## config.mk

```make
export PLATFORM = sky130hd
export DESIGN_NAME = sr_latch_sequencer_flat
export DESIGN_NICKNAME = d
export VERILOG_FILES = /design/src/rtl/sr_latch_sequencer_if.sv /design/src/rtl/sr_latch_sequencer.sv /design/src/flat_wrapper.sv
export SDC_FILE = /design/constraint.sdc
export NUM_CORES = 1
export LEC_CHECK = 0
export BUFFER_PORTS_ARGS = -buffer_cell sky130_fd_sc_hd__buf_2
export CAP_MARGIN = 20
export CORE_MARGIN = 8
export CORE_UTILIZATION = 32
export DETAILED_ROUTE_END_ITERATION = 10
export SYNTH_ARGS = -nofsm -noshare
export SYNTH_HDL_FRONTEND = slang
export SYNTH_SLANG_ARGS = --single-unit
```

## constraint.sdc

```tcl
create_clock -name clk -period 2 [get_ports clk]
set_clock_uncertainty 0.15 [all_clocks]
set_input_delay 0.4 -clock clk [delete_from_list [all_inputs] [get_ports clk]]
set_output_delay 0.4 -clock clk [all_outputs]
set_load 0.02 [all_outputs]
```

## src/rtl/sr_latch_sequencer_if.sv

```systemverilog
// rtl/sr_latch_sequencer_if.sv - request/latch bus between a controller and the SR latch sequencer
//
// Optional feature macro: SR_SEQ_TOGGLE_EN (adds toggle_req).
//
// Signals:
//   set_req, clr_req   raw asynchronous set / clear request levels
//   toggle_req         raw asynchronous toggle request level (SR_SEQ_TOGGLE_EN only)
//   q_fb, qn_fb        latch Q / Qn feedback, asynchronous to clk
//   S, R, EN           latch set, reset and enable drives
//   busy, done, err    sequencer status
//
// Modports:
//   master  request source and latch side (drives requests and feedback)
//   slave   the sequencer (drives latch inputs and status)

interface sr_latch_sequencer_if;
   logic set_req;
   logic clr_req;
`ifdef SR_SEQ_TOGGLE_EN
   logic toggle_req;
`endif
   logic q_fb;
   logic qn_fb;
   logic S;
   logic R;
   logic EN;
   logic busy;
   logic done;
   logic err;

   modport master (
`ifdef SR_SEQ_TOGGLE_EN
      output toggle_req,
`endif
      output set_req, clr_req, q_fb, qn_fb,
      input  S, R, EN, busy, done, err
   );

   modport slave (
`ifdef SR_SEQ_TOGGLE_EN
      input  toggle_req,
`endif
      input  set_req, clr_req, q_fb, qn_fb,
      output S, R, EN, busy, done, err
   );
endinterface

```

## src/rtl/sr_latch_sequencer.sv

```systemverilog
// rtl/sr_latch_sequencer.sv - clocked S/R/EN sequencer for an enabled SR latch stage
//
// Synchronises and debounces raw set/clear requests, arbitrates them (clear
// first), then walks SETUP -> PULSE -> RELEASE -> CHECK so S=R=1 is never
// presented and S/R are stable around the EN pulse. Latch Q/Qn feedback is
// synchronised and compared in CHECK; a timeout raises a sticky err.
//
// Optional feature macro: SR_SEQ_TOGGLE_EN (toggle_req input, priority
// clear > set > toggle, toggle resolves from synchronised Q).
//
// Parameters:
//   DB_CYCLES     stable synchronised samples before a debounced level flips
//   PULSE_CYCLES  EN high time per operation
//   CHK_CYCLES    cycles allowed in CHECK for feedback to match
//
// Ports:
//   clk   rising-edge clock
//   rst   synchronous active-high reset
//   bus   sr_latch_sequencer_if.slave: requests and feedback in,
//         S/R/EN, busy, done, err out (all outputs registered)

module sr_latch_sequencer #(
   parameter int DB_CYCLES    = 4,
   parameter int PULSE_CYCLES = 2,
   parameter int CHK_CYCLES   = 3
) (
   input  logic                    clk,
   input  logic                    rst,
   sr_latch_sequencer_if.slave     bus
);

`ifdef SR_SEQ_TOGGLE_EN
   localparam int NCH = 3;
`else
   localparam int NCH = 2;
`endif
   localparam int CH_CLR = 0;
   localparam int CH_SET = 1;
`ifdef SR_SEQ_TOGGLE_EN
   localparam int CH_TGL = 2;
`endif

   localparam int DB_W = $clog2(DB_CYCLES + 1);
   localparam int PL_W = $clog2(PULSE_CYCLES + 1);
   localparam int CK_W = $clog2(CHK_CYCLES + 1);
   localparam logic [DB_W-1:0] DB_LAST = DB_W'(DB_CYCLES - 1);
   localparam logic [PL_W-1:0] PL_LAST = PL_W'(PULSE_CYCLES - 1);
   localparam logic [CK_W-1:0] CK_LAST = CK_W'(CHK_CYCLES - 1);

   localparam logic [2:0] ST_IDLE    = 3'd0;
   localparam logic [2:0] ST_SETUP   = 3'd1;
   localparam logic [2:0] ST_PULSE   = 3'd2;
   localparam logic [2:0] ST_RELEASE = 3'd3;
   localparam logic [2:0] ST_CHECK   = 3'd4;

   localparam logic OP_CLR = 1'b0;
   localparam logic OP_SET = 1'b1;

   logic [NCH-1:0]  req_raw;
   logic [NCH-1:0]  req_s0, req_s1;
   logic [NCH-1:0]  req_db, req_db_d;
   logic [NCH-1:0]  armed;
   logic [NCH-1:0]  pend;
   logic [NCH-1:0]  rise;
   logic [NCH-1:0]  take;
   logic [DB_W-1:0] db_cnt [NCH];
   logic [1:0]      fill;
   logic [1:0]      fb_s0, fb_s1;     // {q, qn}

   logic [2:0]      state, state_nxt;
   logic            op, op_nxt;
   logic [PL_W-1:0] pulse_cnt;
   logic [CK_W-1:0] chk_cnt;
   logic            leave_chk;
   logic            chk_timeout;
   logic            drive;

   assign req_raw[CH_CLR] = bus.clr_req;
   assign req_raw[CH_SET] = bus.set_req;
`ifdef SR_SEQ_TOGGLE_EN
   assign req_raw[CH_TGL] = bus.toggle_req;
`endif

   // Two-flop synchronisers; fill tracks when req_s1 first holds a post-reset sample.
   always_ff @(posedge clk) begin
      if (rst) begin
         req_s0 <= '0;
         req_s1 <= '0;
         fb_s0  <= '0;
         fb_s1  <= '0;
         fill   <= '0;
      end else begin
         req_s0 <= req_raw;
         req_s1 <= req_s0;
         fb_s0  <= {bus.q_fb, bus.qn_fb};
         fb_s1  <= fb_s0;
         if (fill != 2'd2)
            fill <= fill + 2'd1;
      end
   end

   // Debounce: flip after DB_CYCLES consecutive differing samples.
   always_ff @(posedge clk) begin
      if (rst) begin
         req_db <= '0;
         for (int i = 0; i < NCH; i++)
            db_cnt[i] <= '0;
      end else begin
         for (int i = 0; i < NCH; i++) begin
            if (req_s1[i] == req_db[i]) begin
               db_cnt[i] <= '0;
            end else if (db_cnt[i] == DB_LAST) begin
               req_db[i] <= req_s1[i];
               db_cnt[i] <= '0;
            end else begin
               db_cnt[i] <= db_cnt[i] + 1'b1;
            end
         end
      end
   end

   // A channel only reports rising edges after a genuine low level has been
   // seen, so a request already held high across reset is not an edge.
   assign rise = req_db & ~req_db_d & armed;

   always_ff @(posedge clk) begin
      if (rst) begin
         req_db_d <= '0;
         armed    <= '0;
         pend     <= '0;
      end else begin
         req_db_d <= req_db;
         armed    <= armed | ({NCH{fill == 2'd2}} & ~req_db & ~req_s1);
         // Set wins over take so an edge arriving as its flag is consumed is kept.
         pend     <= (pend & ~take) | rise;
      end
   end

   always_comb begin
      state_nxt   = state;
      op_nxt      = op;
      take        = '0;
      leave_chk   = 1'b0;
      chk_timeout = 1'b0;
      case (state)
         ST_IDLE: begin
            if (pend[CH_CLR]) begin
               take[CH_CLR] = 1'b1;
               op_nxt       = OP_CLR;
               state_nxt    = ST_SETUP;
            end else if (pend[CH_SET]) begin
               take[CH_SET] = 1'b1;
               op_nxt       = OP_SET;
               state_nxt    = ST_SETUP;
`ifdef SR_SEQ_TOGGLE_EN
            end else if (pend[CH_TGL]) begin
               take[CH_TGL] = 1'b1;
               op_nxt       = fb_s1[1] ? OP_CLR : OP_SET;
               state_nxt    = ST_SETUP;
`endif
            end
         end
         ST_SETUP:   state_nxt = ST_PULSE;
         ST_PULSE:   if (pulse_cnt == PL_LAST) state_nxt = ST_RELEASE;
         ST_RELEASE: state_nxt = ST_CHECK;
         ST_CHECK: begin
            if (fb_s1 == ((op == OP_SET) ? 2'b10 : 2'b01)) begin
               leave_chk = 1'b1;
               state_nxt = ST_IDLE;
            end else if (chk_cnt == CK_LAST) begin
               leave_chk   = 1'b1;
               chk_timeout = 1'b1;
               state_nxt   = ST_IDLE;
            end
         end
         default:    state_nxt = ST_IDLE;
      endcase
   end

   // Outputs are registered from the next state so they line up with state.
   assign drive = (state_nxt == ST_SETUP) || (state_nxt == ST_PULSE) ||
                  (state_nxt == ST_RELEASE);

   always_ff @(posedge clk) begin
      if (rst) begin
         state     <= ST_IDLE;
         op        <= OP_CLR;
         pulse_cnt <= '0;
         chk_cnt   <= '0;
         bus.S     <= 1'b0;
         bus.R     <= 1'b0;
         bus.EN    <= 1'b0;
         bus.busy  <= 1'b0;
         bus.done  <= 1'b0;
         bus.err   <= 1'b0;
      end else begin
         state     <= state_nxt;
         op        <= op_nxt;
         pulse_cnt <= (state == ST_PULSE && state_nxt == ST_PULSE) ? pulse_cnt + 1'b1 : '0;
         chk_cnt   <= (state == ST_CHECK && state_nxt == ST_CHECK) ? chk_cnt + 1'b1 : '0;
         bus.S     <= drive && (op_nxt == OP_SET);
         bus.R     <= drive && (op_nxt == OP_CLR);
         bus.EN    <= (state_nxt == ST_PULSE);
         bus.busy  <= (state_nxt != ST_IDLE);
         bus.done  <= leave_chk;
         bus.err   <= bus.err | chk_timeout;
      end
   end

endmodule

```

## src/flat_wrapper.sv

```systemverilog
// flat-port wrapper written by rule: the top's interface ports become plain ports
module sr_latch_sequencer_flat 
#(
   parameter int DB_CYCLES    = 4,
   parameter int PULSE_CYCLES = 2,
   parameter int CHK_CYCLES   = 3
)
  (clk, rst, bus_set_req, bus_clr_req, bus_q_fb, bus_qn_fb, bus_S, bus_R, bus_EN, bus_busy, bus_done, bus_err);
  sr_latch_sequencer_if bus_i ();
  input  logic clk;
  input  logic rst;
  input wire logic [$bits(bus_i.set_req)-1:0] bus_set_req;
  input wire logic [$bits(bus_i.clr_req)-1:0] bus_clr_req;
  input wire logic [$bits(bus_i.q_fb)-1:0] bus_q_fb;
  input wire logic [$bits(bus_i.qn_fb)-1:0] bus_qn_fb;
  output wire logic [$bits(bus_i.S)-1:0] bus_S;
  output wire logic [$bits(bus_i.R)-1:0] bus_R;
  output wire logic [$bits(bus_i.EN)-1:0] bus_EN;
  output wire logic [$bits(bus_i.busy)-1:0] bus_busy;
  output wire logic [$bits(bus_i.done)-1:0] bus_done;
  output wire logic [$bits(bus_i.err)-1:0] bus_err;
  assign bus_i.set_req = bus_set_req;
  assign bus_i.clr_req = bus_clr_req;
  assign bus_i.q_fb = bus_q_fb;
  assign bus_i.qn_fb = bus_qn_fb;
  assign bus_S = bus_i.S;
  assign bus_R = bus_i.R;
  assign bus_EN = bus_i.EN;
  assign bus_busy = bus_i.busy;
  assign bus_done = bus_i.done;
  assign bus_err = bus_i.err;
  sr_latch_sequencer #(.DB_CYCLES(DB_CYCLES), .PULSE_CYCLES(PULSE_CYCLES), .CHK_CYCLES(CHK_CYCLES)) u_core (.clk(clk), .rst(rst), .bus(bus_i));
endmodule
```

==> results of run 1 <==
-- placed cells by master, fill, tap and decap left out, types with 2 or more instances in the layout --
cell type   n
nor2b_1    11
mux2i_1     2
a21oi_1     5
conb_1      6
clkbuf_8    6
buf_2      11
nand2_1     2
nor2_1     23
inv_1       9
nand3b_1    2
or3_1       3
edfxtp_1    6
dfxtp_1    32
xnor2_1     3
ha_1        7
o21ai_0     3
-- critical path: stages (launching register included) --
cell and delay [ns]:
edfxtp_1 0.40, ha_1 0.21, ha_1 0.22, or3_1 0.39, nor2_1 0.12
-- sequential cells by signal, summed over array words and instances (netlist names), 2 cells and up --
register          flops
u_core.pulse_cnt      2
u_core.armed          2
u_core.req_db         2
u_core.req_s1         2
u_core.state          3
u_core.fill           2
u_core.req_db_d       2
u_core.fb_s0          2
u_core.db_cnt         6
u_core.pend           2
u_core.req_s0         2
u_core.fb_s1          2
u_core.chk_cnt        2
-- power groups by stage --
stage	Combinational, mW	Clock, mW	Sequential [mW]
2_1_floorplan	0.101	0	0.857
3_3_place_gp	0.118	0	0.860
3_5_place_dp	0.129	0	0.863
4_1_cts	0.130	0.543	0.846
5_1_grt	0.149	0.582	0.849
6_report	0.128	0.529	0.846
-- logic make-up after synthesis --
family,Yosys count,synth area share
compound gates,13,0.05841
xor+xnor,4,0.02478
fa+ha+maj,7,0.06194
buf+inv,13,0.04513
flops,38,0.5805
mux,2,0.01416
other cells,1,0.002652
simple gates,52,0.2124
-- routing by layer --
layer | GRT usage | up-vias | share of wire
li1 | - | 464 | -
met1 | 0.07558 | 420 | 0.44
met2 | 0.1229 | 12 | 0.48
met3 | 0.03247 | 7 | 0.055
met4 | 0.05263 | 0 | 0.025
met5 | 0 | - | 0
-- cell type report --
| type | count | area, µm² |
|---|---|---|
| clock buffer | 7 | 86.33 |
| clock inverter | 1 | 5.005 |
| fill | 443 | 2673 |
| inverter | 9 | 33.78 |
| multi-input combinational | 84 | 548.0 |
| sequential | 38 | 820.8 |
| tap | 52 | 65.06 |
| timing repair buffer | 12 | 62.56 |
-- worst min-delay path by stage --
stage	start	to	slack, ns	cells after the start
after floorplan	u_core.chk_cnt[0]	u_core.chk_cnt[0]	0.24	1
after global placement	u_core.chk_cnt[0]	u_core.chk_cnt[0]	0.25	1
after detailed placement	u_core.chk_cnt[0]	u_core.chk_cnt[0]	0.25	1
after CTS	bus_clr_req	u_core.req_s0[0]	0.16	2
after global routing	bus_clr_req	u_core.req_s0[0]	0.16	2
final	bus_qn_fb	u_core.fb_s0[0]	0.17	2
==> metrics.txt, run 1 <==
Comb power frac=0.085; Max-Cap Viols=0; sequential area share after synthesis=0.5805; Cell Count, Final, Fillers Out=203; I/O pin count=12; CTS tree=done; CP endpoint kind=register; DP Cell Count=195; clk root buf=clkbuf_8; Max Clk Rate=0.6145 GHz; first-pass GRT wire length=3.719 mm; grt total ovfl=0; Leakage=0.6638 nW; CTS Buf Count=5; Final GP Congestion=0.7489; I/O Buffers=11; number of vias per cell=4.448; die area=6801 µm²; largest net degree at the start of global routing=23; area delta synth->final=14.69%; DP Wirelength=1.631 mm; setup TNS=0 ns; crit start category=register; Die Wd=82.47 µm; FF-to-FF End=u_core.db_cnt[1][2]; most frequent cell after synthesis=dfxtp_1; P_sw=0.3452 mW; Mapped Cells=130; Via Count=903; post-synth top area share=0.4531; # hold bufs at CTS=0; initial drt markers=44; std cell rows=24; fin area=1622 µm²; switch share=0.2298; Pint=1.157 mW; Slew Viols, Final=0; # clock sinks=38; reg-to-reg startpoint=u_core.db_cnt[1][0]; GR Util All Layers=0.07507; routed wire length=2.192 mm; CP max FO=3; total power=1.502 mW; worst-case reg-to-reg path depth=4; pre-CTS setup slack=0.3416 ns; Initial Util=0.3293; Chip Height=82.47 µm; Skew-Pair Late Insertion Delay=0.29 ns; leading area contributor after synthesis=dfxtp_1; final net count=163; R2R Setup Slk=0.37 ns; Final setup viols=0; Distinct cells, synth=33; Post-Syn Area=1414 µm²; unrepaired setup endpoints after global routing=no; Async SR Flop Fraction=0; status=finished clean; Avg Cell Area, Syn=10.88 µm²; crit path launch=u_core.db_cnt[1][0]; Max VDD drop=0.0005249 V; top post-synthesis cells by area=dfxtp_1, edfxtp_1, ha_1, nor2_1, nor2b_1; Final WS setup=0.3727 ns; ANT nets after route=0; core area=4294 µm²; vias in the first global route=869; Clock Power Share=0.352; WP data arrival=1.62 ns; min Tclk post-route=1.627 ns; fraction of layout cells with a size suffix above 1=0.1656; Post-CTS Setup Inserts=0; Most used DFF post-synth=dfxtp_1; sequential power share=0.563; final core occ=0.3776; Final Hold Viols=0; CTS Buffer Depth=2; Critical Path RT=1.99 ns; # resized after CTS=0; area post-placement=1530 µm²; most frequent cells after synthesis=dfxtp_1, nor2_1, nor2b_1; Final period util=0.8137; Seq cells post-synth=38; antenna diode count=0; WL/cell=10.80 µm; worst hold slack=0.1666 ns; first drt pass iteration count=4; Power Dens Cells=926.4 nW/µm²; Worst-path clk slew=0.07 ns; yosys warns=0; H-tree levels=2; Setup CP Type=register to register; EDFF count, synth=6; timing endpoint of the critical path=u_core.db_cnt[1][2]; min-delay worst type=input port to register; antenna violations before repair=0; drc violations=0
Power figures use the tool's default switching activity.
==> inputs of run 2 (changes only) <==
Clock period 2 ns to 1.57 ns, I/O delays scaled along.
==> run 2 against run 1 <==
  * Total power is 35% higher
  * Critical path depth stayed put
  * Worst hold slack worse by 0.086 ns
  * First-iteration DRC count is 27% higher
  * Register-to-register slack worse by 0.36 ns
  * Sequential share of layout area is 3.9 points lower
  * Setup slack worse by 0.36 ns
  * Wire length is 7.1% higher
  * Utilization is 3.3 points higher
  * Critical endpoint unchanged
  * Largest cell class unchanged
==> metrics.txt, run 2 (synthesis results as in run 1) <==
area delta synth->final=24.69%; pre-CTS setup slack=-0.1114 ns; multi-input logic area=593.1 µm²; fraction of layout cells with a size suffix above 1=0.2981; Biggest register=u_core.db_cnt; unrepaired setup endpoints after global routing=yes; drc violations=0; Final Hold Viols=0; Die Wd=82.47 µm; grt total ovfl=0; Skew-Pair Late Insertion Delay=0.29 ns; crit path launch=u_core.db_cnt[1][0]; H-tree levels=2; min-delay worst type=input port to register; CTS tree=done; I/O pin count=12; Setup CP Type=register to register; number of vias per cell=4.516; Fillers=421; commonest non-fill, non-tap cells in the layout=dfxtp_1, nor2_1, nor2b_1, buf_2, buf_4; Max Clk Rate=0.6412 GHz; core area=4294 µm²; # clock sinks=38; # hold bufs at CTS=0; Final GP Congestion=0.7534; clk root buf=clkbuf_8; worst-case reg-to-reg path depth=4; Met2 Routed Length=1.175 mm; final net count=173; Slew Viols, Final=0; Final period util=0.9933; CP endpoint kind=register; first drt pass iteration count=4; CP max FO=3; met3 wire length=158 µm; initial drt markers=56; Via Count=962; final core occ=0.4105; reg-to-reg startpoint=u_core.db_cnt[1][0]; antenna diode count=0; WL met1=905 µm; DR top layer=met4; CTS Buf Count=5; Hold Path Depth=2; std cell rows=24; Max-Cap Viols=0; register area=823.3 µm²; GR Util All Layers=0.07884; commonest non-fill, non-tap cell in the layout=dfxtp_1; Initial Util=0.3293; Power Dens Cells=1150 nW/µm²; die area=6801 µm²; crit start category=register; Leakage=0.7223 nW; Worst-path clk slew=0.07 ns; Critical Path RT=1.57 ns; first-pass GRT wire length=3.857 mm; ANT nets after route=0; WL/cell=11.02 µm; I/O Buffers=11; status=finished clean; Final setup viols=0; largest registers=u_core.db_cnt (6), u_core.state (3); routed wire length=2.348 mm; Final WS setup=0.01049 ns; Chip Height=82.47 µm; min Tclk post-route=1.560 ns; Max VDD drop=0.0007700 V; vias in the first global route=931; total power=2.027 mW; largest net degree at the start of global routing=17; antenna violations before repair=0; max reg flops=6; CTS Buffer Depth=2; WP data arrival=1.56 ns; DP Wirelength=1.720 mm; hold path startpoint=bus_set_req
[run 2: cell type report]
type,instances,share of cell area
sequential,38,0.4670
multi-input combinational,84,0.3364
timing repair buffer,22,0.07807
clock buffer,8,0.06246
tap,52,0.03691
inverter,9,0.01916
[run 2: timing repair]
action	4_1_cts	5_1_grt
pin swaps	4	5
setup endpoints to repair	7	7
buffers inserted	2	2
gates resized for setup	8	6
hold endpoints to repair	0	0
[run 2: routing by layer]
layer,vias to the layer above,global-route usage
li1,484,-
met1,444,0.07028
met2,21,0.1308
met3,13,0.04545
met4,0,0.05789
met5,-,0
[run 2: power by group]
group | total (mW) | internal [mW] | switching (mW) | leakage [nW]
combinational | 0.185 | 0.0875 | 0.0977 | 0.342
sequential | 1.08 | 1.05 | 0.0297 | 0.323
clock | 0.765 | 0.443 | 0.322 | 0.0575
[run 2: through the flow]
step / TNS (ns) / cells / cell area [µm²] / hold slack, ns
after floorplan: 0 / 135 / 1433 / 0.2400
after global placement: 0 / 201 / 1575 / 0.2479
after detailed placement: -0.3803 / 201 / 1575 / 0.2547
after CTS: 0 / 211 / 1724 / 0.07522
after global routing: -0.01963 / 213 / 1763 / 0.07409
final: 0 / 213 / 1763 / 0.08054
[run 2: final timing paths]
| kind | endpoint | slack (ns) |
|---|---|---|
| max | u_core.db_cnt[1][2] | 0.01 |
| min | u_core.req_s0[1] | 0.08 |
| max reg2reg | u_core.db_cnt[1][2] | 0.01 |
| min reg2reg | u_core.chk_cnt[0] | 0.26 |
[run 2: critical path: stages (launching register included)]
cell and delay, ns:
edfxtp_1 0.40, ha_2 0.22, ha_4 0.15, or3_4 0.40
nor2_4 0.10
